**src/rtl/skinny_sbox_share_compress.sv**
```systemverilog
// Registers raw masked S-box partial terms, XOR-compresses them to 3 shares per coordinate.
// Latency 2 cycles, 1 item/cycle; elastic valid/ready, stages hold and in_ready drops under stall.
module skinny_sbox_share_compress #(
    parameter int NCOORD  = 4,
    parameter int COUNT_W = 16
) (
    input  logic                  clk,
    input  logic                  rst,
    input  logic                  in_valid,
    output logic                  in_ready,
    input  logic [18*NCOORD-1:0]  cf_terms,
    input  logic                  flush,
    input  logic                  cnt_clr,
    output logic                  out_valid,
    input  logic                  out_ready,
    output logic [NCOORD-1:0]     out_share1,
    output logic [NCOORD-1:0]     out_share2,
    output logic [NCOORD-1:0]     out_share3,
    output logic [COUNT_W-1:0]    sbox_count
);

    logic                 a_vld;
    logic                 b_vld;
    logic [18*NCOORD-1:0] terms_q;
    logic [NCOORD-1:0]    share1_q, share2_q, share3_q;
    logic [NCOORD-1:0]    share1_d, share2_d, share3_d;
    logic                 b_free;
    logic                 a_adv;
    logic                 accept;
    logic                 out_xfer;

    assign b_free    = !b_vld || out_ready;
    assign a_adv     = a_vld && b_free;
    assign in_ready  = (!a_vld || b_free) && !flush;
    assign accept    = in_valid && in_ready;
    assign out_xfer  = b_vld && out_ready;
    assign out_valid = b_vld;

    assign out_share1 = share1_q;
    assign out_share2 = share2_q;
    assign out_share3 = share3_q;

    // Compression reads only the registered terms so no glitch on cf_terms can reach a share.
    always_comb begin
        share1_d = '0;
        share2_d = '0;
        share3_d = '0;
        for (int c = 0; c < NCOORD; c++) begin
            share1_d[c] = ^{terms_q[18*c +: 3], terms_q[18*c + 9  +: 3]};
            share2_d[c] = ^{terms_q[18*c + 3 +: 3], terms_q[18*c + 12 +: 3]};
            share3_d[c] = ^{terms_q[18*c + 6 +: 3], terms_q[18*c + 15 +: 3]};
        end
    end

    always_ff @(posedge clk or posedge rst) begin
        if (rst) begin
            a_vld      <= 1'b0;
            b_vld      <= 1'b0;
            terms_q    <= '0;
            share1_q   <= '0;
            share2_q   <= '0;
            share3_q   <= '0;
            sbox_count <= '0;
        end else begin
            if (flush) begin
                a_vld <= 1'b0;
                b_vld <= 1'b0;
            end else begin
                if (accept)
                    a_vld <= 1'b1;
                else if (a_adv)
                    a_vld <= 1'b0;
                if (a_adv)
                    b_vld <= 1'b1;
                else if (out_xfer)
                    b_vld <= 1'b0;
            end
            if (accept)
                terms_q <= cf_terms;
            if (a_adv && !flush) begin
                share1_q <= share1_d;
                share2_q <= share2_d;
                share3_q <= share3_d;
            end
            // A transfer in the same cycle as a clear is intentionally dropped.
            if (cnt_clr)
                sbox_count <= '0;
            else if (out_xfer)
                sbox_count <= sbox_count + COUNT_W'(1);
        end
    end

endmodule
```
**config.mk**
```make
export PLATFORM = sky130hd
export DESIGN_NAME = skinny_sbox_share_compress
export DESIGN_NICKNAME = d
export VERILOG_FILES = /design/src/rtl/skinny_sbox_share_compress.sv
export SDC_FILE = /design/constraint.sdc
export NUM_CORES = 1
export LEC_CHECK = 0
export CAP_MARGIN = 10
export CORE_ASPECT_RATIO = 0.8
export CORE_MARGIN = 4
export CORE_UTILIZATION = 45
export CTS_CLUSTER_SIZE = 14
export DETAILED_ROUTE_END_ITERATION = 16
export PLACE_DENSITY = 0.76
export SYNTH_ARGS = -nofsm -noshare
export SYNTH_HDL_FRONTEND = slang
export SYNTH_SLANG_ARGS = --single-unit
export TNS_END_PERCENT = 5
```
**constraint.sdc**
```tcl
create_clock -name clk -period 3.1 [get_ports clk]
set_input_delay 0.465 -clock clk [delete_from_list [all_inputs] [get_ports clk]]
set_output_delay 0.465 -clock clk [all_outputs]
set_load 0.02 [all_outputs]
```
# Word-level counts from Yosys, hierarchy flattened
# Cells that the tools add are included.
# Widths: inputs -> output; s select.
[totals] in_bits=78 wordCells=41 ff_bits=102 output_inout_bits=30
[classes] n_addsub=1 n_mux=8 reduce_logical=25
[ops] cell="$reduce_xor 6->1" count=12
[ops] cell="$mux 16" count=2
[ops] cell="$add 16x1->16 const B" count=1
[ops] cell="$mux 1" count=6
[ops] cell="$reduce_bool 3->1" count=2
[ops] cell="$logic_and 1x1->1" count=5
[ops] cell="$logic_not 1->1" count=3
[ops] cell="$logic_or 1x1->1" count=2
[ops] cell="$reduce_bool 2->1" count=1

# Depth between registers and ports, before layout
# Gate-level depths: netlist of the first run.
[logic_depth] depth_word=7 depth_mapped=5

# Worst setup path before layout of the first run
# Ideal clock, no wire load.
[synth_path] path_kind="reg-to-reg" startpoint="register b_vld, in the netlist out_valid" endpoint="register terms_q[0]" stages_incl_launch_ff=6 n_path_buf=1 setup_ns=0.127 period_less_slack_ns=1.779 setup_slack_ns=1.321 t_arrival_ns=1.652 t_required_ns=2.973 path_cell_list="dfrtp_1 > and2b_4 > a21oi_2 > nand2_4 > buf_6 > mux2_1"
[synth_between] elab_chain_cells=5
[synth_lines] item="start: declaration" line="23" rtl="logic b_vld;"
[synth_lines] item="start signal: assignment" line="58" rtl="b_vld <= 1'b0;"
[synth_lines] item="start signal: assignment" line="67" rtl="b_vld <= 1'b0;"
[synth_lines] item="start signal: assignment" line="74" rtl="b_vld <= 1'b1;"
[synth_lines] item="$logic_not 1->1" line="32" rtl="assign b_free = !b_vld || out_ready;"
[synth_lines] item="$logic_or 1x1->1" line="32"
[synth_lines] item="$logic_or 1x1->1" line="34" rtl="assign in_ready = (!a_vld || b_free) && !flush;"
[synth_lines] item="$logic_and 1x1->1" line="34"
[synth_lines] item="via in_ready" line="10" rtl="output logic in_ready,"
[synth_lines] item="$logic_and 1x1->1" line="35" rtl="assign accept = in_valid && in_ready;"
[synth_lines] item="end signal: assignment" line="79" rtl="terms_q <= cf_terms;"
[synth_lines] item="end: declaration" line="24" rtl="logic [18*NCOORD-1:0] terms_q;"
# The timed path passes the listed nets, and every way through them passes these cells.
# A chain may end at the register's enable or synchronous reset.

# Worst setup path after layout of the first run
[layout_path] startpoint="input out_ready" endpoint="output in_ready"
[layout_between] elab_chain_cells=3
[layout_lines] item="start: declaration" line="15" rtl="input logic out_ready,"
[layout_lines] item="$logic_or 1x1->1" line="32"
[layout_lines] item="$logic_or 1x1->1" line="34"
[layout_lines] item="$logic_and 1x1->1" line="34"
[layout_lines] item="end: declaration" line="10"
# No other way between the ends.

==> impl_metrics.json, run 1 <==
{
  "grt_pass1_wl_um": 14830,
  "postSynthCellCount": 344,
  "crit_path_top_delay_cell": "clkdlybuf4s50_1",
  "fp.dieH_um": 97.92,
  "placed_area_sq_um": 5747,
  "required_ns": 2.63,
  "outcome": "finished, final reports clean",
  "fmax_mhz": 382.6,
  "ctsHoldBuffers": 0,
  "start_util_pct": 46.55,
  "die-area_sq_um": 11790,
  "leakagePower_nw": 2.402,
  "wire_per_inst_um": 14.72,
  "yosysUniqueCellTypes": 31,
  "period_share_pct": 84.31,
  "drv_slew": 0,
  "reg2reg_from": "out_valid",
  "cts_tree": "yes",
  "top_usage_layer": "met2",
  "fp.coreArea_sq_um": 9769,
  "drive_above_1_share_pct": 5.677,
  "syn-num-nets": 423,
  "maxSlewHeadroom_pct": 59.71,
  "cts_buffers": 9,
  "clockBufferDepth": 2,
  "diodes": 0,
  "final_area_sq_um": 6030,
  "path_clk_slew_ns": 0.06,
  "root_buffer": "clkbuf_16",
  "netlist_area_sq_um": 4548,
  "startpoint_type": "input port",
  "io_pins": 108,
  "ir_worst_vdd_v": 0.0003062,
  "fill_cells": 809,
  "synth.avg_cell_area_sq_um": 13.22,
  "whs_path_depth": 1,
  "hold_violations": 0,
  "cts-htree-levels": 3,
  "fin_crit_ns": 2.614,
  "wirelength_um": 8743,
  "viasPerCell": 4.872,
  "ant_nets": 0,
  "path_max_fanout": 7,
  "path_buf_inv": 2,
  "synth_seq_cells": 102,
  "hold_path_end": "terms_q[62]",
  "port_buffers": 107,
  "grt_max_degree": 103,
  "use_met3_pct": 8.049,
  "end_kind": "output port",
  "ys_warn_count": 0,
  "clock-sinks": 102,
  "antenna_found_initial": 0,
  "synth_seq_area_share_pct": 56.12,
  "hp-class": "reg -> reg",
  "dp_hpwl_um": 6290,
  "rsz0062_at_grt": "false",
  "power_density_nw_per_um2": 622.5,
  "dr.pass1.iters": 4,
  "grt_pass1_vias": 3154,
  "max_cap_violations": 0,
  "crit_family": "buffers and inverters",
  "drtIter0Drc": 187,
  "die_w_um": 120.4,
  "cp_common_cell": "clkdlybuf4s50_1",
  "grt_usage_pct": 15.83,
  "cts_setup_buffers": 0,
  "crit_chain": "clkdlybuf4s50_1 -> and2b_4 -> a21oi_2 -> clkdlybuf4s50_1",
  "critPathMaxStageDelay_ns": 0.65,
  "min_from": "terms_q[62]",
  "area.growth.synth_to_final_pct": 32.57,
  "gp_congestion": 0.8621,
  "route.detailed.drc": 0,
  "skew_ns": 0.004544,
  "r2r_slack_ns": 1.17,
  "nets": 532,
  "cp.arrival_ns": 2.15,
  "clk_latency_ns": 0.33,
  "rr_worst_depth": 5,
  "fin_tns_setup_ns": 0,
  "dr_total_vias": 2894,
  "setup_viol": 0,
  "post_cts_resized": 0,
  "core.rowCount": 32,
  "met1_usage_pct": 19.98,
  "worst-setup-path-type": "in -> out",
  "tightestPinTransition_ns": 0.6024,
  "overflow": 0,
  "r2r_end": "terms_q[44]",
  "use_met2_pct": 24.47
}
[power by group]
part           total, mW  leakage (nW)  internal (mW)  switching (mW)
Sequential          1.69          1.22           1.55           0.139
Combinational      0.993          1.03          0.573           0.420
Clock               1.07         0.143          0.620           0.451
Total               3.75          2.40           2.74            1.01
[routing by layer]
metal / up-vias / wire (um)
met5: - / 0
met4: 0 / 104
met3: 9 / 787
met2: 88 / 4075
met1: 1413 / 3776
li1: 1384 / -
[state kept, by name (all words and copies together), names as in the netlist]
register,cells
a_vld,1
out_share1,4
out_share2,4
out_share3,4
out_valid,1
sbox_count,16
terms_q,72
[layout by cell type (no fill, tap or decap), types with 3 or more instances in the layout]
cell type,count
clkdlybuf4s50_1,107
dfrtp_1,102
mux2_1,71
xnor2_1,62
nor2_1,25
a21oi_1,19
clkbuf_16,9
nand2_1,7
xor2_1,7
nand3_1,6
clkinv_2,4
nand4_1,3
o21ai_0,3
or3_1,3
[metrics by stage]
stage          hold slack [ns]  power, mW  utilization (%)  setup slack, ns  cells
6_report                0.5102      3.753            61.72           0.4864    594
5_1_grt                 0.5233      3.975            61.72           0.4251    594
4_1_cts                 0.5172      3.822            61.72           0.4857    594
3_5_place_dp            0.5025      2.727            58.82           0.4882    578
3_3_place_gp            0.4947      2.698            58.82           0.5472    578
2_1_floorplan           0.4856      2.356                -            1.321    344
[worst register-to-register path, delay by kind of cell, from the launching register on]
family,cells,cell delay (ns)
AND/OR/NAND/NOR,2,0.48
flip-flops,1,0.45
multiplexers,1,0.36
buffers and inverters,1,0.31
AO/OA/AOI/OAI,1,0.21
[final cells by class]
cell class | instances | area, sq um | area share [%]
Timing Repair Buffer | 110 | 1119 | 18.55
Tap cell | 136 | 170.2 | 2.822
Clock inverter | 5 | 50.05 | 0.8300
Inverter | 3 | 15.01 | 0.2490
Clock buffer | 11 | 232.7 | 3.860
Multi-Input combinational cell | 227 | 1891 | 31.36
Sequential cell | 102 | 2552 | 42.33
[how the worst max path moves through the flow]
stage                          from          to  depth (start not counted)
after global placement    out_ready    in_ready                          4
final                     out_ready    in_ready                          4
after CTS                 out_ready    in_ready                          4
after floorplan           out_valid  terms_q[0]                          5
after global routing      out_ready    in_ready                          4
after detailed placement  out_ready    in_ready                          4
[cell usage after synthesis]
| library cell | instances | share of area, % |
|---|---|---|
| nor2b_1 | 1 | 0.14 |
| nand4_1 | 3 | 0.41 |
| or4_1 | 2 | 0.33 |
| dfrtp_1 | 102 | 56 |
| nand2_4 | 1 | 0.25 |
| xnor2_1 | 62 | 12 |
| o31ai_1 | 2 | 0.33 |
| nor3_1 | 1 | 0.11 |
| mux2_2 | 2 | 0.50 |
| nor3b_2 | 1 | 0.28 |
| ha_1 | 1 | 0.28 |
| and3_1 | 2 | 0.28 |
| or2_1 | 1 | 0.14 |
| xor2_1 | 7 | 1.3 |
| nor2_1 | 25 | 2.1 |
| inv_1 | 3 | 0.25 |
| nor4_1 | 2 | 0.28 |
| nand3_1 | 6 | 0.66 |
| buf_6 | 7 | 1.7 |
| o21ai_0 | 3 | 0.33 |
| a21oi_2 | 1 | 0.19 |
| a21oi_1 | 19 | 2.1 |
| mux2_1 | 71 | 18 |
| or3_1 | 3 | 0.41 |
| and4_4 | 1 | 0.25 |
| buf_2 | 2 | 0.22 |
| clkbuf_1 | 3 | 0.25 |
| and2b_4 | 1 | 0.22 |
| nand4_2 | 1 | 0.28 |
| and4_1 | 1 | 0.19 |
| nand2_1 | 7 | 0.58 |
[cell families (layout without fill, tap and decap cells)]
group / count (synthesis) / after routing / synth area share (%)
flops: 102 / 102 / 56.12
mux: 73 / 73 / 18.07
xor+xnor: 69 / 69 / 13.29
simple gates: 59 / 59 / 6.850
compound gates: 25 / 25 / 2.943
buf+inv: 15 / 129 / 2.448
fa+ha+maj: 1 / 1 / 0.2751
No activity file was read; power rests on OpenSTA's default activity.
==> run 2: changes to the inputs <==
--- a/config.mk
+++ b/config.mk
@@ -8,10 +8,10 @@
 export CAP_MARGIN = 10
 export CORE_ASPECT_RATIO = 0.8
 export CORE_MARGIN = 4
-export CORE_UTILIZATION = 45
+export CORE_UTILIZATION = 50
 export CTS_CLUSTER_SIZE = 14
 export DETAILED_ROUTE_END_ITERATION = 16
-export PLACE_DENSITY = 0.76
+export PLACE_DENSITY = 0.8
 export SYNTH_ARGS = -nofsm -noshare
 export SYNTH_HDL_FRONTEND = slang
 export SYNTH_SLANG_ARGS = --single-unit
==> constraint.sdc (replaced) <==
create_clock -name clk -period 2.7 [get_ports clk]
set_input_delay 0.405 -clock clk [delete_from_list [all_inputs] [get_ports clk]]
set_output_delay 0.405 -clock clk [all_outputs]
set_load 0.02 [all_outputs]
==> impl_metrics.json, run 2 (synthesis results as in run 1) <==
{
  "dp_hpwl_um": 6408,
  "end_kind": "output port",
  "io_pins": 108,
  "p_int_mw": 3.290,
  "nets": 536,
  "outcome": "finished, final reports clean",
  "wire_per_inst_um": 15.12,
  "startpoint_type": "input port",
  "dr.pass1.iters": 4,
  "viasPerCell": 5.061,
  "period_share_pct": 90.86,
  "reg2reg_from": "out_valid",
  "pwr-share-clk_pct": 30.9,
  "maxSlewHeadroom_pct": 77.68,
  "diodes": 0,
  "power_density_nw_per_um2": 735.3,
  "die_w_um": 114.6,
  "path_max_fanout": 7,
  "comb_power_share_pct": 25.8,
  "ir_worst_vdd_v": 0.0003899,
  "power_frac_seq_pct": 43.4,
  "hold_violations": 0,
  "fin_crit_ns": 2.453,
  "path_clk_slew_ns": 0.07,
  "tightestPinTransition_ns": 0.3348,
  "largest-register": "terms_q",
  "root_buffer": "clkbuf_16",
  "die-area_sq_um": 10700,
  "max_cap_violations": 0,
  "ctsHoldBuffers": 0,
  "grt_pass1_wl_um": 14650,
  "hp-class": "in -> async",
  "clock-sinks": 102,
  "start_util_pct": 52.45,
  "r2r_slack_ns": 0.90,
  "drive_above_1_share_pct": 6.926,
  "cts-htree-levels": 3,
  "overflow": 0,
  "setup_viol": 0,
  "fin_tns_setup_ns": 0,
  "skew_ns": 0.004426,
  "required_ns": 2.30,
  "route.detailed.drc": 0,
  "rr_worst_depth": 5,
  "grt_usage_pct": 17.36,
  "gp_congestion": 0.7868,
  "stdcell_count": 574,
  "clk_latency_ns": 0.33,
  "area.growth.synth_to_final_pct": 34.22,
  "cts_setup_buffers": 0,
  "switching_share_pct": 26.70,
  "final_common_cell": "clkdlybuf4s50_1",
  "largest_reg_flops": 72,
  "dr_total_vias": 2905,
  "port_buffers": 107,
  "core.rowCount": 30,
  "ant_nets": 0,
  "reg_top3": "terms_q: 72 flops, sbox_count: 16 flops",
  "cts_tree": "yes",
  "grt_max_degree": 64,
  "clockBufferDepth": 2,
  "cp.arrival_ns": 2.05,
  "leakagePower_nw": 2.452,
  "p_sw_mw": 1.199,
  "drv_slew": 0,
  "post_cts_resized": 0,
  "placed_area_sq_um": 5772,
  "place_inst": 558,
  "worst-setup-path-type": "in -> out",
  "layout_common_cells": "clkdlybuf4s50_1, dfrtp_1, mux2_1, xnor2_1, nor2_1",
  "fill_cells": 624,
  "fp.dieH_um": 93.31,
  "rsz0062_at_grt": "false",
  "final_area_sq_um": 6105,
  "antenna_found_initial": 0,
  "r2r_end": "terms_q[49]",
  "total_power_mw": 4.489,
  "cts_buffers": 9,
  "drtIter0Drc": 211,
  "fp.coreArea_sq_um": 8671,
  "fmax_mhz": 407.6,
  "grt_pass1_vias": 3063,
  "wirelength_um": 8677
}
-- run 2: worst max-delay path: stages --
cell,delay [ns]
clkdlybuf4s50_1,0.57
and2b_4,0.24
a21oi_2,0.20
clkdlybuf4s50_1,0.64
-- run 2: per-stage QoR --
| stage | hold slack (ns) | util, % | worst slack, ns |
|---|---|---|---|
| 5_1_grt | 0.5194 | 70.40 | 0.1891 |
| 6_report | 0.4988 | 70.40 | 0.2469 |
| 3_3_place_gp | 0.4954 | 66.57 | 0.2677 |
| 3_5_place_dp | 0.5024 | 66.57 | 0.2558 |
| 2_1_floorplan | 0.4714 | - | 0.9208 |
| 4_1_cts | 0.5030 | 70.40 | 0.2455 |
-- run 2: power by group through the flow --
stage / logic (mW) / clock network [mW] / registers, mW
floorplan: 0.659 / 0 / 2.05
global placement: 1.14 / 0 / 1.96
detailed placement: 1.17 / 0 / 1.98
CTS: 1.19 / 1.43 / 1.95
global route: 1.27 / 1.49 / 1.98
finish: 1.16 / 1.38 / 1.95
-- run 2: layout make-up --
class	instances	area, sq um	area share (%)
clock inverter	6	93.84	1.537
timing repair buffer	114	1174	19.23
tap	112	140.1	2.296
sequential	102	2552	41.81
inverter	3	15.01	0.2460
clock buffer	10	239.0	3.915
multi-input combinational	227	1891	30.97
-- run 2: worst max-delay path by stage --
stage / start / end / slack (ns) / cells after the start
floorplan: out_valid / terms_q[0] / 0.92 / 5
global placement: out_ready / in_ready / 0.27 / 4
detailed placement: out_ready / in_ready / 0.26 / 4
CTS: out_ready / in_ready / 0.25 / 4
global route: out_ready / in_ready / 0.19 / 4
finish: out_ready / in_ready / 0.25 / 4
-- run 2: routing by layer --
layer	up-vias	share of wire [%]	wire length, um	track usage, %
met5	-	0	0	0
met4	0	1.1	94	4.154
met3	11	8.2	711	6.145
met2	87	48	4154	28.39
met1	1408	43	3717	22.16
li1	1399	-	-	-
==> run 3: changes to the inputs <==
--- a/config.mk
+++ b/config.mk
@@ -11,6 +11,7 @@
 export CORE_UTILIZATION = 50
 export CTS_CLUSTER_SIZE = 14
 export DETAILED_ROUTE_END_ITERATION = 16
+export HOLD_SLACK_MARGIN = 0.05
 export PLACE_DENSITY = 0.8
 export SYNTH_ARGS = -nofsm -noshare
 export SYNTH_HDL_FRONTEND = slang
==> constraint.sdc (replaced) <==
create_clock -name clk -period 2.6 [get_ports clk]
set_input_delay 0.39 -clock clk [delete_from_list [all_inputs] [get_ports clk]]
set_output_delay 0.39 -clock clk [all_outputs]
set_load 0.02 [all_outputs]
==> impl_metrics.json, run 3 (synthesis results as in run 1) <==
{
  "cp_common_cell": "clkdlybuf4s50_1",
  "critPathMaxStageDelay_ns": 0.64,
  "stdcell_count": 574,
  "core.rowCount": 30,
  "reg_top3": "terms_q: 72 flops, sbox_count: 16 flops",
  "largest_reg_flops": 72,
  "clock-sinks": 102,
  "maxSlewHeadroom_pct": 59.69,
  "port_buffers": 107,
  "tightestPinTransition_ns": 0.6034,
  "grt_pass1_vias": 3127,
  "utilization_pct": 69.65,
  "fin_crit_ns": 2.326,
  "clockBufferDepth": 2,
  "ctsHoldBuffers": 0,
  "antenna_found_initial": 0,
  "fp.coreArea_sq_um": 8671,
  "io_pins": 108,
  "p_int_mw": 3.184,
  "grt_max_degree": 48,
  "required_ns": 2.21,
  "dr_wl_met2_um": 4152,
  "grt_usage_pct": 17.70,
  "grt_pass1_wl_um": 14750,
  "setup_viol": 0,
  "dp_hpwl_um": 6498,
  "power_density_nw_per_um2": 731.4,
  "drt-met1-wl_um": 3757,
  "dr_wl_met3_um": 688,
  "path_clk_slew_ns": 0.06,
  "power_frac_seq_pct": 45.7,
  "cts_tree": "yes",
  "hp-class": "in -> async",
  "start_util_pct": 52.45,
  "clk_latency_ns": 0.34,
  "fp.dieH_um": 93.31,
  "fmax_mhz": 430.0,
  "skew_ns": 0.007200,
  "wirelength_um": 8682,
  "crit_path_top_delay_cell": "clkdlybuf4s50_1",
  "path_max_fanout": 4,
  "cp.arrival_ns": 1.94,
  "post_cts_resized": 0,
  "diodes": 0,
  "dr_total_vias": 2867,
  "routed.top_layer": "met4",
  "overflow": 0,
  "route.detailed.drc": 0,
  "leakagePower_nw": 2.416,
  "die_w_um": 114.6,
  "cts-htree-levels": 3,
  "cts_setup_buffers": 0,
  "die-area_sq_um": 10700,
  "startpoint_type": "input port",
  "viasPerCell": 4.995,
  "rsz0062_at_grt": "false",
  "crit_chain": "clkdlybuf4s50_1 -> and2b_4 -> a21oi_2 -> clkdlybuf4s50_1",
  "wire_per_inst_um": 15.13,
  "largest-register": "terms_q",
  "hold_violations": 0,
  "drtIter0Drc": 88,
  "max_cap_violations": 0,
  "fin_tns_setup_ns": 0,
  "layout_common_cells": "clkdlybuf4s50_1, dfrtp_1, mux2_1, xnor2_1, nor2_1",
  "ir_worst_vdd_v": 0.0005507,
  "switching_share_pct": 27.92,
  "gp_congestion": 0.8048,
  "place_inst": 558,
  "dr.pass1.iters": 5,
  "drive_above_1_share_pct": 6.710,
  "ant_nets": 0,
  "final_common_cell": "clkdlybuf4s50_1",
  "p_sw_mw": 1.233,
  "area.growth.synth_to_final_pct": 32.79,
  "root_buffer": "clkbuf_16",
  "worst-setup-path-type": "in -> out",
  "comb_power_share_pct": 26.9,
  "end_kind": "output port",
  "outcome": "finished, final reports clean",
  "pwr-share-clk_pct": 27.3,
  "drv_slew": 0,
  "nets": 536,
  "period_share_pct": 89.45,
  "cts_buffers": 9
}
run 3: path summary, 6_finish.rpt:
| path | startpoint | end | slack, ns | cells after the start |
|---|---|---|---|---|
| worst max-delay path | out_ready | in_ready | 0.27 | 4 |
| worst min-delay path | rst | terms_q[40] | 0.47 | 2 |
| worst max register to register | out_valid | terms_q[4] | 0.77 | 5 |
| worst min register to register | terms_q[51] | terms_q[51] | 0.51 | 1 |
| max in group asynchronous | rst | terms_q[7] | 1.51 | 3 |
| min in group clk | terms_q[51] | terms_q[51] | 0.51 | 1 |
run 3: cell type report:
class / count / area [sq um]
Clock buffer: 10 / 229.0
Tap cell: 112 / 140.1
Timing Repair Buffer: 114 / 1174
Multi-Input combinational cell: 227 / 1891
Fill cell: 644 / 2631
Sequential cell: 102 / 2552
Clock inverter: 6 / 38.79
Inverter: 3 / 15.01
run 3: through the flow:
stage | hold slack [ns] | power (mW) | cell area [sq um] | setup WS, ns
after floorplan | 0.4564 | 2.809 | 4552 | 0.8208
after global placement | 0.4952 | 3.225 | 5772 | 0.3105
after detailed placement | 0.5026 | 3.258 | 5772 | 0.2667
after CTS | 0.4850 | 4.488 | 6040 | 0.2585
after global routing | 0.5182 | 4.676 | 6040 | 0.1875
final | 0.4727 | 4.418 | 6040 | 0.2744
run 3: power by group through the flow:
stage | sequential (mW) | combinational, mW | clock (mW)
CTS | 2.02 | 1.22 | 1.25
global route | 2.05 | 1.30 | 1.32
floorplan | 2.12 | 0.684 | 0
global placement | 2.04 | 1.18 | 0
detailed placement | 2.05 | 1.21 | 0
finish | 2.02 | 1.19 | 1.21
run 3: worst max-delay path, delay by kind of cell:
kind | cells | cell delay, ns
buffers and inverters | 2 | 1.12
AOI/OAI and AO/OA | 1 | 0.21
and+or+nand+nor | 1 | 0.22
run 3: per-layer routing:
layer  vias up  GRT usage, %
met5         -             0
met4         0         4.451
met3         7         7.439
met2        77         29.07
met1      1389         21.64
li1       1394             -
==> variant 1, RTL diff (settings of run 3) <==
Set the parameter `NCOORD` to 8 (it was 4).
--- a/src/rtl/skinny_sbox_share_compress.sv
+++ b/src/rtl/skinny_sbox_share_compress.sv
@@ -1,7 +1,7 @@
 // Registers raw masked S-box partial terms, XOR-compresses them to 3 shares per coordinate.
 // Latency 2 cycles, 1 item/cycle; elastic valid/ready, stages hold and in_ready drops under stall.
 module skinny_sbox_share_compress #(
-    parameter int NCOORD  = 4,
+    parameter int NCOORD  = 8,
     parameter int COUNT_W = 16
 ) (
     input  logic                  clk,
Ports: changed (resized cf_terms, out_share1, out_share2 and out_share3); port bits go from 108 to 192. The function was not compared with the original's and may differ.
==> variant 1 against run 3 <==
  * Final cell count grew 80%
  * Count of clock-buffer cells in the layout grew 8
  * Worst setup slack lost 0.10 ns
  * Largest cell class unchanged
  * Area after synthesis grew 84%
  * Sequential power grew 86%
  * Sequential share of layout area shrank 0.88 points
  * Critical endpoint unchanged
  * Sequential cell count grew 84
  * Wire length grew 100%
  * Synthesized cell count grew 74%
  * Highest routed layer unchanged
  * Register-to-register slack lost 0.07 ns
  * Critical path depth shrank 1
  * Total power grew 100%
  * Critical path type is now reg -> out
  * Design area grew 86%
==> variant 1: results (changes against run 3) <==
Largest stage delay, worst path - 0.67 ns (+0.03 ns)
H-tree depth - 4 (+1)
Max VDD drop - 0.420 mV (-24%)
Area Growth Syn to Fin - 34.6%
layout cell share with drive strength beyond 1 - 24.4% (+18 points)
DP HPWL - 13.1 mm (+100%)
Root Driver - clkbuf_16
Synth area leaders - dfrtp_1 (56%), xnor2_1 (14%), mux2_2 (11%)
Slew HR - 52.0% (-7.7 points)
post-place instance area - 10,600 µm² (+84%)
TritonRoute pass-1 iters - 4 (-1)
GRT Overall Usage - 19.2% (+1.5 points)
# placed instances - 1,000 (+79%)
Placement Setup Slack - 0.282 ns (+0.0148 ns)
status - finished, final reports clean
filler instances - 1,102 (+71%)
commonest cells in the synthesized netlist - dfrtp_1 (186), xnor2_1 (129), mux2_2 (84)
Worst-path clk slew - 0.07 ns
CP Max Fanout - 7 (+3)
leakage power - 4.64 nW (+92%)
Synth cell types - 27 (-13%)
# nets final - 955 (+78%)
largest net degree at the start of global routing - 49 (+2.1%)
wire per inst - 17.1 µm (+13%)
syn nets - 749 (+77%)
Worst Clk Skew - 0.00750 ns (+0.000301 ns)
CP startpoint - out_valid
overall routed net length - 17.7 mm (+100%)
Avg Cell Area, Syn - 14.0 µm² (+5.6%)
Pint - 6.41 mW (+100%)
RePlAce Congestion - 0.805 (unchanged)
sequential fraction of the synthesis area - 55.7% (-0.40 points)
later-pin clock latency in the skew report - 0.42 ns (+0.08 ns)
number of global-route vias before repair - 5,631 (+80%)
postcts setup bufs - 0 (unchanged)
Largest regs - terms_q x144, sbox_count x16
DRT iter0 DRCs - 150 (+70%)
Num CTS Buffers - 17 (+8)
Buffers on Ports - 191 (+79%)
first-pass GRT wire length - 28.5 mm (+93%)
Vias - 5,184 (+81%)
yosys warns - 0 (unchanged)
## variant 1: changes by cell type after synthesis, moves of 4 or more
cell	delta
mux2_4	+60
dfrtp_1	+84
mux2_1	-71
buf_2	+9
xnor2_1	+67
nor2_1	+16
mux2_2	+82
a21oi_1	+10
nor4_1	+4
xor2_1	-5
## variant 1: final timing paths
check / end / cells after the start / slack (ns)
setup / recovery: in_ready / 3 / 0.17
hold reg to reg: terms_q[88] / 1 / 0.53
hold / removal: out_share2[5] / 2 / 0.44
max in group asynchronous: terms_q[112] / 3 / 1.50
min in group clk: terms_q[88] / 1 / 0.53
setup reg to reg: terms_q[140] / 5 / 0.70
## variant 1: area by class of cell
| class | count | share of cell area, % |
|---|---|---|
| Sequential cell | 186 | 41.4 |
| Multi-Input combinational cell | 385 | 31.6 |
| Timing Repair Buffer | 209 | 19.1 |
| Clock buffer | 18 | 3.90 |
| Tap cell | 215 | 2.39 |
| Clock inverter | 14 | 1.47 |
| Inverter | 5 | 0.200 |
## variant 1: through the flow
step	setup TNS, ns	hold slack (ns)
after floorplan	-33.95	0.456
after global placement	0	0.507
after detailed placement	0	0.515
after CTS	0	0.438
after global routing	0	0.463
final	0	0.440
## variant 1: worst register-to-register path: stages (launching register included)
cell     delay [ns]
dfrtp_1        0.45
nor2b_2        0.29
a21oi_2        0.14
nand2_8        0.23
buf_12         0.28
mux2_2         0.40
## variant 1: cells by family after synthesis
family / after synthesis / share of synthesized area, %
compound gates: 33 / 2.02
xor+xnor: 131 / 13.7
fa+ha+maj: 1 / 0.150
buf+inv: 27 / 2.01
flops: 186 / 55.7
mux: 144 / 22.1
simple gates: 76 / 4.25
## variant 1: power by group through the flow
| stage | Clock [mW] | Sequential, mW | Combinational [mW] |
|---|---|---|---|
| after detailed placement | 0 | 3.81 | 2.58 |
| final | 2.61 | 3.76 | 2.56 |
| after CTS | 2.68 | 3.76 | 2.60 |
| after floorplan | 0 | 3.96 | 1.51 |
| after global placement | 0 | 3.77 | 2.51 |
| after global routing | 2.79 | 3.82 | 2.77 |
## variant 1: routing by layer
layer | global-route usage, % | part of all wire (%)
met3 | 7.33 | 9.0
met2 | 31.5 | 47
met1 | 24.0 | 43
met4 | 5.84 | 1.3
met5 | 0 | 0
==> variant 2, RTL diff (config.mk and constraints of run 3) <==
Without the edit above. Put one more register stage on the output `sbox_count`, without a reset. The value now appears one clock later. The other outputs are not delayed to match.
--- a/src/rtl/skinny_sbox_share_compress.sv
+++ b/src/rtl/skinny_sbox_share_compress.sv
@@ -18,6 +18,8 @@
     output logic [NCOORD-1:0]     out_share3,
     output logic [COUNT_W-1:0]    sbox_count
 );
+
+    logic [COUNT_W-1:0] sbox_count_s0;
 
     logic                 a_vld;
     logic                 b_vld;
@@ -60,7 +62,7 @@
             share1_q   <= '0;
             share2_q   <= '0;
             share3_q   <= '0;
-            sbox_count <= '0;
+            sbox_count_s0 <= '0;
         end else begin
             if (flush) begin
                 a_vld <= 1'b0;
@@ -84,10 +86,14 @@
             end
             // A transfer in the same cycle as a clear is intentionally dropped.
             if (cnt_clr)
-                sbox_count <= '0;
+                sbox_count_s0 <= '0;
             else if (out_xfer)
-                sbox_count <= sbox_count + COUNT_W'(1);
+                sbox_count_s0 <= sbox_count_s0 + COUNT_W'(1);
         end
     end
 
+    always_ff @(posedge clk) begin
+        sbox_count <= sbox_count_s0;
+    end
+
 endmodule
Formal check against the unedited RTL: not equivalent (a bounded check fails within 4 cycles, from zero or initial values and one cycle with rst high).
==> variant 2 against run 3 <==
  * Area after synthesis increased by 7.3%
  * Design area grew 10%
  * Largest cell class unchanged
  * Core utilization rose by 2.2 points
  * Sequential cell count is 16 higher
  * Total power rose by 29%
  * Sequential power increased by 13%
  * Critical path type unchanged
  * Wire length is 10% higher
  * Worst setup slack improved by 0.019 ns
==> variant 2: results (changes against run 3) <==
RePlAce Congestion - 0.785 (-2.4%)
# nets final - 559 (+4.3%)
hold slack - 0.383 ns (-0.0902 ns)
HP Class - reg -> reg
DRT iter0 DRCs - 216 (+150%)
later-pin clock latency in the skew report - 0.41 ns (+0.07 ns)
Worst EP arrival - 1.92 ns (-0.02 ns)
status - finished, final reports clean
GRT Overall Usage - 18.4% (+0.72 points)
number of global-route vias before repair - 3,451 (+10%)
H-tree depth - 4 (+1)
overall routed net length - 9.57 mm (+10%)
sw frac - 25.6% (-2.3 points)
Max VDD drop - 0.512 mV (-7.0%)
commonest cells in the synthesized netlist - dfrtp_1 (102), mux2_2 (67), xnor2_1 (65)
Synth area leaders - dfrtp_1 (52%), mux2_2 (15%), xnor2_1 (12%)
Worst-path clk slew - 0.05 ns
Placement Setup Slack - 0.289 ns (+0.0223 ns)
TritonRoute pass-1 iters - 4 (-1)
Post-Synth Adder-Cell Area - 0.256% (-0.019 points)
Num CTS Buffers - 17 (+8)
CP Max Fanout - 6 (+2)
complex-gate fraction of the synthesized area - 2.56% (-0.38 points)
post-place instance area - 6100 µm² (+5.6%)
min Tclk post-route - 2.31 ns (-0.0190 ns)
Synth cell types - 31 (unchanged)
layout cell share with drive strength beyond 1 - 22.5% (+16 points)
worst slew pin tran - 0.545 ns (-0.0589 ns)
sequential fraction of the synthesis area - 58.9% (+2.7 points)
Largest regs - terms_q x72, sbox_count x16, sbox_count_s0 x16
DP HPWL - 6.81 mm (+4.8%)
Cells after Synth - 359 (+4.4%)
GRT met2 Usage - 31.6% (+2.6 points)
postcts setup bufs - 0 (unchanged)
Worst Clk Skew - 0.00717 ns (-0.0000301 ns)
M3 GR Usage - 7.51% (+0.070 points)
first-pass GRT wire length - 16.2 mm (+9.8%)
multiplexer share of the synthesized area - 16.8% (-1.2 points)
Register-to-Register Setup Slack - 0.84 ns (+0.07 ns)
wire per inst - 15.7 µm (+4.0%)
largest net degree at the start of global routing - 42 (-13%)
vias per inst - 5.09 (+1.9%)
# placed instances - 576 (+3.2%)
met1 Usage GRT - 21.0% (-0.64 points)
leakage power - 2.68 nW (+11%)
filler instances - 648 (+0.62%)
syn nets - 438 (+3.5%)
async set-or-reset flop fraction in the synthesized netlist - 86.4% (-14 points)
post-synthesis xor/xnor area fraction - 12.7% (-0.55 points)
## variant 2: cell count changes after synthesis, moves of 3 or more
| cell | change |
|---|---|
| nor2_1 | +3 |
| nand2_1 | -3 |
| xnor2_1 | +3 |
| mux2_1 | -65 |
| mux2_2 | +65 |
| nand4_1 | +3 |
| dfxtp_1 | +16 |
## variant 2: power groups by stage
| stage | logic, mW | registers, mW | clock network, mW |
|---|---|---|---|
| after floorplan | 0.722 | 2.37 | 0 |
| after CTS | 1.25 | 2.28 | 2.23 |
| after global placement | 1.21 | 2.29 | 0 |
| after global routing | 1.35 | 2.31 | 2.33 |
| after detailed placement | 1.25 | 2.31 | 0 |
| final | 1.23 | 2.28 | 2.19 |
## variant 2: layout make-up
class                           instances  area, µm²  area share, %
Sequential cell                       118       2870           43.1
Multi-Input combinational cell        227       1910           28.6
Clock inverter                          9       75.1           1.13
Tap cell                              115        144           2.16
Clock buffer                           23        490           7.36
Inverter                                2       11.3          0.169
Timing Repair Buffer                  114       1160           17.4
## variant 2: routing by layer
| metal | share of wire (%) | vias to the layer above |
|---|---|---|
| met2 | 51 | 84 |
| met4 | 1.2 | 0 |
| met5 | 0 | - |
| met1 | 42 | 1531 |
| li1 | - | 1465 |
| met3 | 6.2 | 15 |
## variant 2: final timing paths
kind                                   start        endpoint  cells after the start
min in group asynchronous                rst   out_share2[2]                      2
max reg2reg                        out_valid     terms_q[44]                      5
min                        sbox_count_s0[15]  sbox_count[15]                      0
max in group asynchronous                rst      terms_q[9]                      3
max                                out_ready        in_ready                      4
min reg2reg                sbox_count_s0[15]  sbox_count[15]                      0
## variant 2: critical path: stages
cell and delay (ns):
clkdlybuf4s50_1 0.58, nor2b_2 0.13, a21oi_4 0.19, clkdlybuf4s50_1 0.63
